--- config.mk ---
export PLATFORM = sky130hd
export DESIGN_NAME = decode_pipe_stage
export DESIGN_NICKNAME = d
export VERILOG_FILES = /design/src/rtl/decode_pipe_stage.sv
export SDC_FILE = /design/constraint.sdc
export NUM_CORES = 2
export LEC_CHECK = 0
export CORE_ASPECT_RATIO = 1.2
export CORE_MARGIN = 2
export CORE_UTILIZATION = 40
export CTS_CLUSTER_DIAMETER = 30
export DETAILED_ROUTE_END_ITERATION = 12
export SLEW_MARGIN = 40
export SYNTH_ARGS = -nofsm -noshare
export SYNTH_HDL_FRONTEND = slang
export SYNTH_SLANG_ARGS = --single-unit
--- constraint.sdc ---
create_clock -name clk -period 4.7 [get_ports clk]
set_input_delay 0.47 -clock clk [delete_from_list [all_inputs] [get_ports clk]]
set_output_delay 0.47 -clock clk [all_outputs]
set_load 0.01 [all_outputs]
--- src/rtl/decode_pipe_stage.sv ---
// RV32 decode stage: opcode/ALU/immediate decode, register file, load-use stall, D->E register (DECODE_WRITE_BYPASS_EN adds W->D read bypass).
// Latency: 1 cycle from instructionF to E outputs.
// Backpressure: stallF holds fetch for one cycle on a load-use hazard; flushE and stallF both load a bubble into E.
module decode_pipe_stage #(
    parameter int  XLEN  = 32,
    parameter int  NREGS = 32,
    localparam int AW    = $clog2(NREGS)
) (
    input  logic            clk,
    input  logic            reset,
    input  logic [31:0]     instructionF,
    input  logic [XLEN-1:0] PCF,
    input  logic            validF,
    input  logic            flushE,
    input  logic            RegWriteW,
    input  logic [AW-1:0]   WriteAddressW,
    input  logic [XLEN-1:0] writeDataW,
    output logic            stallF,
    output logic            validE,
    output logic [XLEN-1:0] PCE,
    output logic [XLEN-1:0] ReadOut1E,
    output logic [XLEN-1:0] ReadOut2E,
    output logic [XLEN-1:0] ImmGenOutE,
    output logic [AW-1:0]   Rs1E,
    output logic [AW-1:0]   Rs2E,
    output logic [AW-1:0]   WriteAddressE,
    output logic [5:0]      ALUSelectE,
    output logic            RegWriteE,
    output logic            MemReadE,
    output logic            MemWriteE,
    output logic            ImmSelectE,
    output logic            PCSelectE,
    output logic            JtypeE,
    output logic            BranchE,
    output logic            IllegalE
);

    localparam logic [6:0] OP_R      = 7'b0110011;
    localparam logic [6:0] OP_IMM    = 7'b0010011;
    localparam logic [6:0] OP_LOAD   = 7'b0000011;
    localparam logic [6:0] OP_STORE  = 7'b0100011;
    localparam logic [6:0] OP_BRANCH = 7'b1100011;
    localparam logic [6:0] OP_JAL    = 7'b1101111;
    localparam logic [6:0] OP_JALR   = 7'b1100111;
    localparam logic [6:0] OP_LUI    = 7'b0110111;
    localparam logic [6:0] OP_AUIPC  = 7'b0010111;

    typedef struct packed {
        logic            valid;
        logic [XLEN-1:0] pc;
        logic [XLEN-1:0] rd1;
        logic [XLEN-1:0] rd2;
        logic [XLEN-1:0] imm;
        logic [AW-1:0]   rs1;
        logic [AW-1:0]   rs2;
        logic [AW-1:0]   rd;
        logic [5:0]      aluSel;
        logic            regWrite;
        logic            memRead;
        logic            memWrite;
        logic            immSel;
        logic            pcSel;
        logic            jtype;
        logic            branch;
        logic            illegal;
    } eStage_t;

    logic [6:0]      opcode;
    logic [2:0]      funct3;
    logic [AW-1:0]   rs1Idx;
    logic [AW-1:0]   rs2Idx;
    logic [AW-1:0]   rdIdx;
    logic [31:0]     immI, immS, immB, immU, immJ, imm32;
    logic [XLEN-1:0] regs [NREGS];
    logic [XLEN-1:0] readData1;
    logic [XLEN-1:0] readData2;
    eStage_t         decD;
    eStage_t         eReg;

    assign opcode = instructionF[6:0];
    assign funct3 = instructionF[14:12];
    assign rs1Idx = instructionF[15 +: AW];
    assign rs2Idx = instructionF[20 +: AW];
    assign rdIdx  = instructionF[7 +: AW];

    assign immI = {{20{instructionF[31]}}, instructionF[31:20]};
    assign immS = {{20{instructionF[31]}}, instructionF[31:25], instructionF[11:7]};
    assign immB = {{19{instructionF[31]}}, instructionF[31], instructionF[7],
                   instructionF[30:25], instructionF[11:8], 1'b0};
    assign immU = {instructionF[31:12], 12'b0};
    assign immJ = {{11{instructionF[31]}}, instructionF[31], instructionF[19:12],
                   instructionF[20], instructionF[30:21], 1'b0};

    // Register 0 is never written, so its reset value of 0 is permanent.
    always_ff @(posedge clk or negedge reset) begin
        if (!reset) begin
            for (int i = 0; i < NREGS; i++) regs[i] <= '0;
        end else if (RegWriteW && (WriteAddressW != '0)) begin
            regs[WriteAddressW] <= writeDataW;
        end
    end

    always_comb begin
        readData1 = (rs1Idx == '0) ? '0 : regs[rs1Idx];
        readData2 = (rs2Idx == '0) ? '0 : regs[rs2Idx];
`ifdef DECODE_WRITE_BYPASS_EN
        if (RegWriteW && (WriteAddressW != '0) && (WriteAddressW == rs1Idx)) readData1 = writeDataW;
        if (RegWriteW && (WriteAddressW != '0) && (WriteAddressW == rs2Idx)) readData2 = writeDataW;
`endif
    end

    always_comb begin
        imm32       = '0;
        decD        = '0;
        decD.valid  = 1'b1;
        decD.pc     = PCF;
        decD.rd1    = readData1;
        decD.rd2    = readData2;
        decD.rs1    = rs1Idx;
        decD.rs2    = rs2Idx;
        decD.rd     = rdIdx;
        case (opcode)
            OP_R: begin
                decD.regWrite = 1'b1;
                decD.aluSel   = {instructionF[25], instructionF[30], funct3, 1'b0};
            end
            OP_IMM: begin
                decD.regWrite = 1'b1;
                decD.immSel   = 1'b1;
                // Only SRAI uses bit 30 of the immediate as an opcode modifier.
                decD.aluSel   = {1'b0, instructionF[30] & (funct3 == 3'b101), funct3, 1'b0};
                imm32         = immI;
            end
            OP_LOAD: begin
                decD.regWrite = 1'b1;
                decD.memRead  = 1'b1;
                decD.immSel   = 1'b1;
                imm32         = immI;
            end
            OP_STORE: begin
                decD.memWrite = 1'b1;
                decD.immSel   = 1'b1;
                imm32         = immS;
            end
            OP_BRANCH: begin
                decD.branch   = 1'b1;
                decD.aluSel   = {3'b000, funct3, 1'b1};
                imm32         = immB;
            end
            OP_JAL: begin
                decD.regWrite = 1'b1;
                decD.jtype    = 1'b1;
                decD.pcSel    = 1'b1;
                imm32         = immJ;
            end
            OP_JALR: begin
                decD.regWrite = 1'b1;
                decD.jtype    = 1'b1;
                decD.immSel   = 1'b1;
                imm32         = immI;
            end
            OP_LUI: begin
                decD.regWrite = 1'b1;
                decD.immSel   = 1'b1;
                imm32         = immU;
            end
            OP_AUIPC: begin
                decD.regWrite = 1'b1;
                decD.immSel   = 1'b1;
                decD.pcSel    = 1'b1;
                imm32         = immU;
            end
            default: decD.illegal = 1'b1;
        endcase
        decD.imm = XLEN'($signed(imm32));
    end

    assign stallF = validF & eReg.valid & eReg.memRead & (eReg.rd != '0) &
                    ((eReg.rd == rs1Idx) | (eReg.rd == rs2Idx)) & ~flushE;

    always_ff @(posedge clk or negedge reset) begin
        if (!reset) begin
            eReg <= '0;
        end else if (flushE || stallF || !validF) begin
            eReg <= '0;
        end else begin
            eReg <= decD;
        end
    end

    assign validE        = eReg.valid;
    assign PCE           = eReg.pc;
    assign ReadOut1E     = eReg.rd1;
    assign ReadOut2E     = eReg.rd2;
    assign ImmGenOutE    = eReg.imm;
    assign Rs1E          = eReg.rs1;
    assign Rs2E          = eReg.rs2;
    assign WriteAddressE = eReg.rd;
    assign ALUSelectE    = eReg.aluSel;
    assign RegWriteE     = eReg.regWrite;
    assign MemReadE      = eReg.memRead;
    assign MemWriteE     = eReg.memWrite;
    assign ImmSelectE    = eReg.immSel;
    assign PCSelectE     = eReg.pcSel;
    assign JtypeE        = eReg.jtype;
    assign BranchE       = eReg.branch;
    assign IllegalE      = eReg.illegal;

endmodule

# Yosys cells after proc, flatten, opt, wreduce, memory -nomap -nowiden
# Cells that the tools add are included.
# W data, S select, Z words.
[op_classes]
bitwise_logic = 11
eq_ne = 12
order_cmp = 4
reduce_logical = 16
mux = 22
[ops]
columns = ["op", "n"]
rows = [
  ["$bwmux W1024", 1],
  ["$bmux W32 S5", 2],
  ["$mux W32", 7],
  ["$demux W32 S5", 1],
  ["$pmux W32 S5", 1],
  ["$mux W158", 1],
  ["$eq A7 B6 Y1 const B", 3],
  ["$eq A7 B7 Y1 const B", 3],
  ["$ge A6 B6 Y1 const B", 3],
  ["$not A5 Y6", 3],
  ["$pmux W6 S3", 1],
  ["$eq A7 B5 Y1 const B", 2],
  ["$eq A5 B5 Y1", 2],
  ["$logic_not A5 Y1", 2],
  ["$reduce_bool A5 Y1", 2],
  ["$reduce_or A9 Y1", 1],
  ["$mux W1", 8],
  ["$eq A7 B2 Y1 const B", 1],
  ["$reduce_or A7 Y1", 1],
  ["$and A1 B1 Y1", 6],
  ["$lt A6 B1 Y1 const B", 1],
  ["$reduce_or A2 Y1", 3],
  ["$reduce_or A6 Y1", 1],
  ["$eq A3 B3 Y1 const B", 1],
  ["other kinds (6)", 8],
]
[word_totals]
inputBits = 106
regBits = 1182

# Depth between registers and ports, before layout
[depth]
word_depth = 8
mapped_depth = 9

# Least setup slack after synthesis
# Ideal clock, no wire load.
[synth_path]
path_kind = "input port to flip-flop"
from = "in instructionF[15]"
to = "reg eReg (netlist bit ReadOut1E[3])"
n_path_buf = 3
setup_slack_ns = 2.617
stages = 7
setup_time_ns = 0.121
arrival_time_ns = 1.962
required_time_ns = 4.579
path_cell_list = "buf_4 -> buf_4 -> buf_2 -> mux4_2 -> a22oi_1 -> nand3_1 -> and4b_1"
[synth_via]
elab_chain_cells = 7
word_cells_on_any_way = 13
classes_between = "eq/ne (1); mux (5); bitwise (4); reduce/logical (3)"
[synth_lines]
columns = ["item", "line", "rtl"]
rows = [
  ["start: declaration", "11", "input logic [31:0] instructionF,"],
  ["parallel branches: the longest is 6 deep, another holds $bmux W32 S5", "-", ""],
  ["$mux W158 (*)", "184", "end else if (flushE || stallF || !validF) begin"],
  ["end signal: assignment", "183", "eReg <= '0;"],
  ["end signal: assignment", "185", "eReg <= '0;"],
  ["end signal: assignment", "187", "eReg <= decD;"],
  ["end: declaration", "78", "eStage_t eReg;"],
]
# Every way passes the cells marked *. The select of a mux whose other input is x is not followed.
# A chain may end at the register's enable or synchronous reset.

# Worst setup path in the final report
[layout_path]
from = "reg eReg (netlist bit WriteAddressE[2])"
to = "out stallF"
[layout_via]
elab_chain_cells = 4
word_cells_on_any_way = 7
classes_between = "eq/ne (2); bitwise (4); reduce/logical (1)"
[layout_lines]
columns = ["item", "line", "rtl"]
rows = [
  ["$eq A5 B5 Y1 / $reduce_bool A5 Y1 (equally long branches)", "179, 178", ""],
  ["$or A1 B1 Y1 / $and A1 B1 Y1 (equally long branches)", "179, 178", ""],
  ["$and A1 B1 Y1 (*)", "178", "assign stallF = validF & eReg.valid & eReg.memRead & (eReg.rd != '0) &"],
  ["$and A1 B1 Y1 (*)", "179", "((eReg.rd == rs1Idx) | (eReg.rd == rs2Idx)) & ~flushE;"],
  ["end: declaration", "18", "output logic stallF,"],
]
# Every way passes the cells marked *; elsewhere a longest branch is shown, timed or not.

==> impl_metrics.env <==
export IMPL_status="complete, no violations"
export IMPL_swShare_pct=26.70
export IMPL_drive_above_1_share_pct=39.40
export IMPL_synth_cell_types=49
export IMPL_nets=4687
export IMPL_seqPwrFrac_pct=37.2
export IMPL_use_met3_pct=5.388
export IMPL_powerDensity_nw_per_um2=484.6
export IMPL_overflow=0
export IMPL_ctsHoldBuffers=2
export IMPL_start_util_pct=40.23
export IMPL_rsz0062_at_grt="no"
export IMPL_cp_data_arrival_time_ns=2.86
export IMPL_multi_input_area_sq_um=28890
export IMPL_syn_to_final_growth_pct=20.85
export IMPL_synth_ff_type="dfrtp_1"
export IMPL_port_buffers=264
export IMPL_root_buffer="clkbuf_16"
export IMPL_clkLatencyLatePin_ns=0.85
export IMPL_synth_cells=4443
export IMPL_numCtsBuffers=233
export IMPL_grt_pass1_wl_um=298300
export IMPL_clock_path_buffers=3
export IMPL_max_freq_mhz=300.5
export IMPL_cts_sinks=1182
export IMPL_avgSynthCellArea_sq_um=13.63
export IMPL_clkSlewWorstSetupHoldPaths_ns=0.05
export IMPL_fillers=13022
export IMPL_hold_slack_ns=0.08362
export IMPL_r2r_slack_ns=2.00
export IMPL_wl_um=202700
export IMPL_seqCellArea_sq_um=29580
export IMPL_viasPerCell=6.164
export IMPL_grt_pass1_vias=43259
export IMPL_routedWlPerCell_um=29.96
export IMPL_syn_area_sq_um=60540
export IMPL_coreArea_sq_um=150500
export IMPL_fin_skew_ns=0.02738
export IMPL_intPower_mw=25.99
export IMPL_synth_area_leader_cell="dfrtp_1"
export IMPL_dp_slack_ns=1.225
export IMPL_switchingPower_mw=9.468
export IMPL_drc=0
export IMPL_hpwlAfterDp_um=119300
export IMPL_postRouteAntennaNets=0
export IMPL_slew_headroom_pct=39.95
export IMPL_synth_enable_flop_cells=0
export IMPL_finalWorstSetupSlack_ns=1.372
export IMPL_grt_start_max_net_pins=124
export IMPL_slew_violations=0
export IMPL_startpoint_type="register"
export IMPL_fin_crit_sh_pct=70.81
export IMPL_pwr_share_clk_pct=48.2
export IMPL_cp_required_ns=4.23
export IMPL_synth_seq_area_share_pct=48.86
export IMPL_drtIter0Drc=3561
export IMPL_die_h_um=430.2
export IMPL_grt_antenna_before_repair=12
export IMPL_ctsResizeCount=0
export IMPL_leakagePower_nw=32.20
export IMPL_post_route_util_pct=48.62
export IMPL_gp_congestion=0.8265
export IMPL_synth_top_area_share_pct=48.86
export IMPL_worst_pin_slew_ns=0.8987
export IMPL_firstDrtPassIters=6
export IMPL_io_pins=265
export IMPL_path_max_fanout=4
export IMPL_grt_use_met2_pct=42.11
export IMPL_setup_tns_ns=0
export IMPL_cts_setup_buffers=0
export IMPL_finalSetupViolations=0
export IMPL_die_w_um=359.1
export IMPL_syn_nets=4549
export IMPL_use_met1_pct=34.03
export IMPL_yosys_warnings=0
export IMPL_finalCriticalPeriod_ns=3.328
export IMPL_ys_seq_elements=1182
export IMPL_dieArea_sq_um=154500
export IMPL_critPathCaptureType="output port"
export IMPL_hold_path_class="input port to register"
export IMPL_cts_tree="built"
export IMPL_std_cell_rows=156
export IMPL_groute_usage_overall_pct=26.04
export IMPL_htree_levels=4
export IMPL_pwr_share_comb_pct=14.6
export IMPL_synth_area_leaders="dfrtp_1 49%, mux2_2 18%, mux4_2 9.5%"
export IMPL_finalHoldViolCount=0
export IMPL_crit_type="register to output port"
export IMPL_grt_busiest_layer="met2"
export IMPL_vias=41699
export IMPL_cap_violations=0
export IMPL_ir_worst_vdd_mv=0.3147
export IMPL_ys_async_sr_fraction_pct=100.0
==> power groups by stage <==
stage               logic (mW)  clock network [mW]  registers (mW)
floorplan                 3.81                   0            12.9
detailed placement        5.18                   0            13.3
CTS                       5.20                17.3            13.1
global route              5.58                17.8            13.4
finish                    5.19                17.1            13.2
global placement          5.10                   0            13.2
==> critical path: stages, from the launching register on <==
cell	delay, ns
dfrtp_1	0.49
xor2_1	0.21
nor3_1	0.24
a22oi_1	0.18
nor3_1	0.31
clkdlybuf4s50_1	0.60
==> cells in the mapped netlist (5+ instances only) <==
library cell / count
nand2_1: 38
nor3_1: 73
and2_1: 50
a21oi_1: 84
buf_2: 110
o21ai_0: 130
a221oi_1: 255
mux2i_1: 512
mux2_2: 985
nand2b_1: 6
nor2b_1: 10
buf_1: 50
nor3b_1: 8
a22oi_1: 71
and3_1: 5
mux2_1: 7
and4b_1: 64
mux4_2: 256
buf_6: 17
nor2_1: 95
clkbuf_1: 268
nand3_1: 67
xor2_1: 10
buf_4: 47
dfrtp_1: 1182
==> registers in the layout, indices dropped and copies added, names as in the netlist, 5 cells and up <==
register	count
regs	1024
ImmGenOutE	32
PCE	32
ReadOut1E	32
ReadOut2E	32
ALUSelectE	6
Rs1E	5
Rs2E	5
WriteAddressE	5
==> cell families (layout without fill, tap and decap cells) <==
group,count (synthesis),after routing,share of synthesized area (%)
compound gates,552,552,6.521
xor+xnor,10,10,0.1447
buf+inv,502,848,3.865
flops,1182,1182,48.86
mux,1760,1760,36.44
other cells,0,1,0
simple gates,437,437,4.171
==> layout by cell type, fill, tap and decap left out, types with 5 or more instances in the layout <==
master / Yosys / routed
a22oi_1: 71 / 71
buf_4: 47 / 102
nor3b_1: 8 / 8
clkbuf_1: 268 / 25
nor3_1: 73 / 71
mux2_1: 7 / 7
and3_1: 5 / 5
clkinvlp_4: 0 / 41
a21oi_1: 84 / 84
and2_1: 50 / 48
clkinv_4: 0 / 15
nand2_2: 0 / 9
bufinv_16: 0 / 29
nor2b_4: 0 / 6
mux2_2: 985 / 985
o21ai_0: 130 / 130
nand3_1: 67 / 66
mux4_2: 256 / 256
buf_2: 110 / 31
inv_6: 0 / 29
buf_12: 0 / 34
and4b_1: 64 / 64
xor2_1: 10 / 10
clkbuf_16: 0 / 235
nand2_1: 38 / 27
clkdlybuf4s50_1: 0 / 222
dfrtp_1: 1182 / 1182
clkinv_2: 0 / 39
mux2i_1: 512 / 512
clkbuf_8: 0 / 26
a221oi_1: 255 / 255
nor2_1: 95 / 81
nor2_4: 0 / 14
==> final cells by class <==
cell class              count  area share (%)
inverters                   5         0.03591
clock inverters           158           2.577
well taps                1975           3.378
multi-input cells        2759           39.49
diodes                      1        0.003420
flip-flops and latches   1182           40.43
repair buffers            400           5.450
clock buffers             285           8.636
==> per-layer routing <==
metal  up-vias  routed length, um
met4        14               8381
li1      17280                  -
met2      1723              96900
met3       479              13900
met5         -                 92
met1     22203              83380
==> worst paths after layout <==
check / startpoint / end / cells past startpoint
setup / recovery: WriteAddressE[2] / stallF / 5
hold / removal: instructionF[17] / ImmGenOutE[17] / 3
setup reg to reg: WriteAddressE[1] / ReadOut2E[16] / 6
hold reg to reg: regs[1009] / regs[1009] / 0
max in group asynchronous: reset / regs[237] / 4
min in group asynchronous: reset / regs[545] / 2
==> through the flow <==
step | instances | instance area (sq um) | power [mW]
finish | 6765 | 73160 | 35.46
floorplan | 4443 | 60540 | 16.72
CTS | 6762 | 73110 | 35.63
global route | 6764 | 73160 | 36.79
global placement | 6316 | 64980 | 18.29
detailed placement | 6317 | 64880 | 18.47
(Power assumes the default switching activity.)
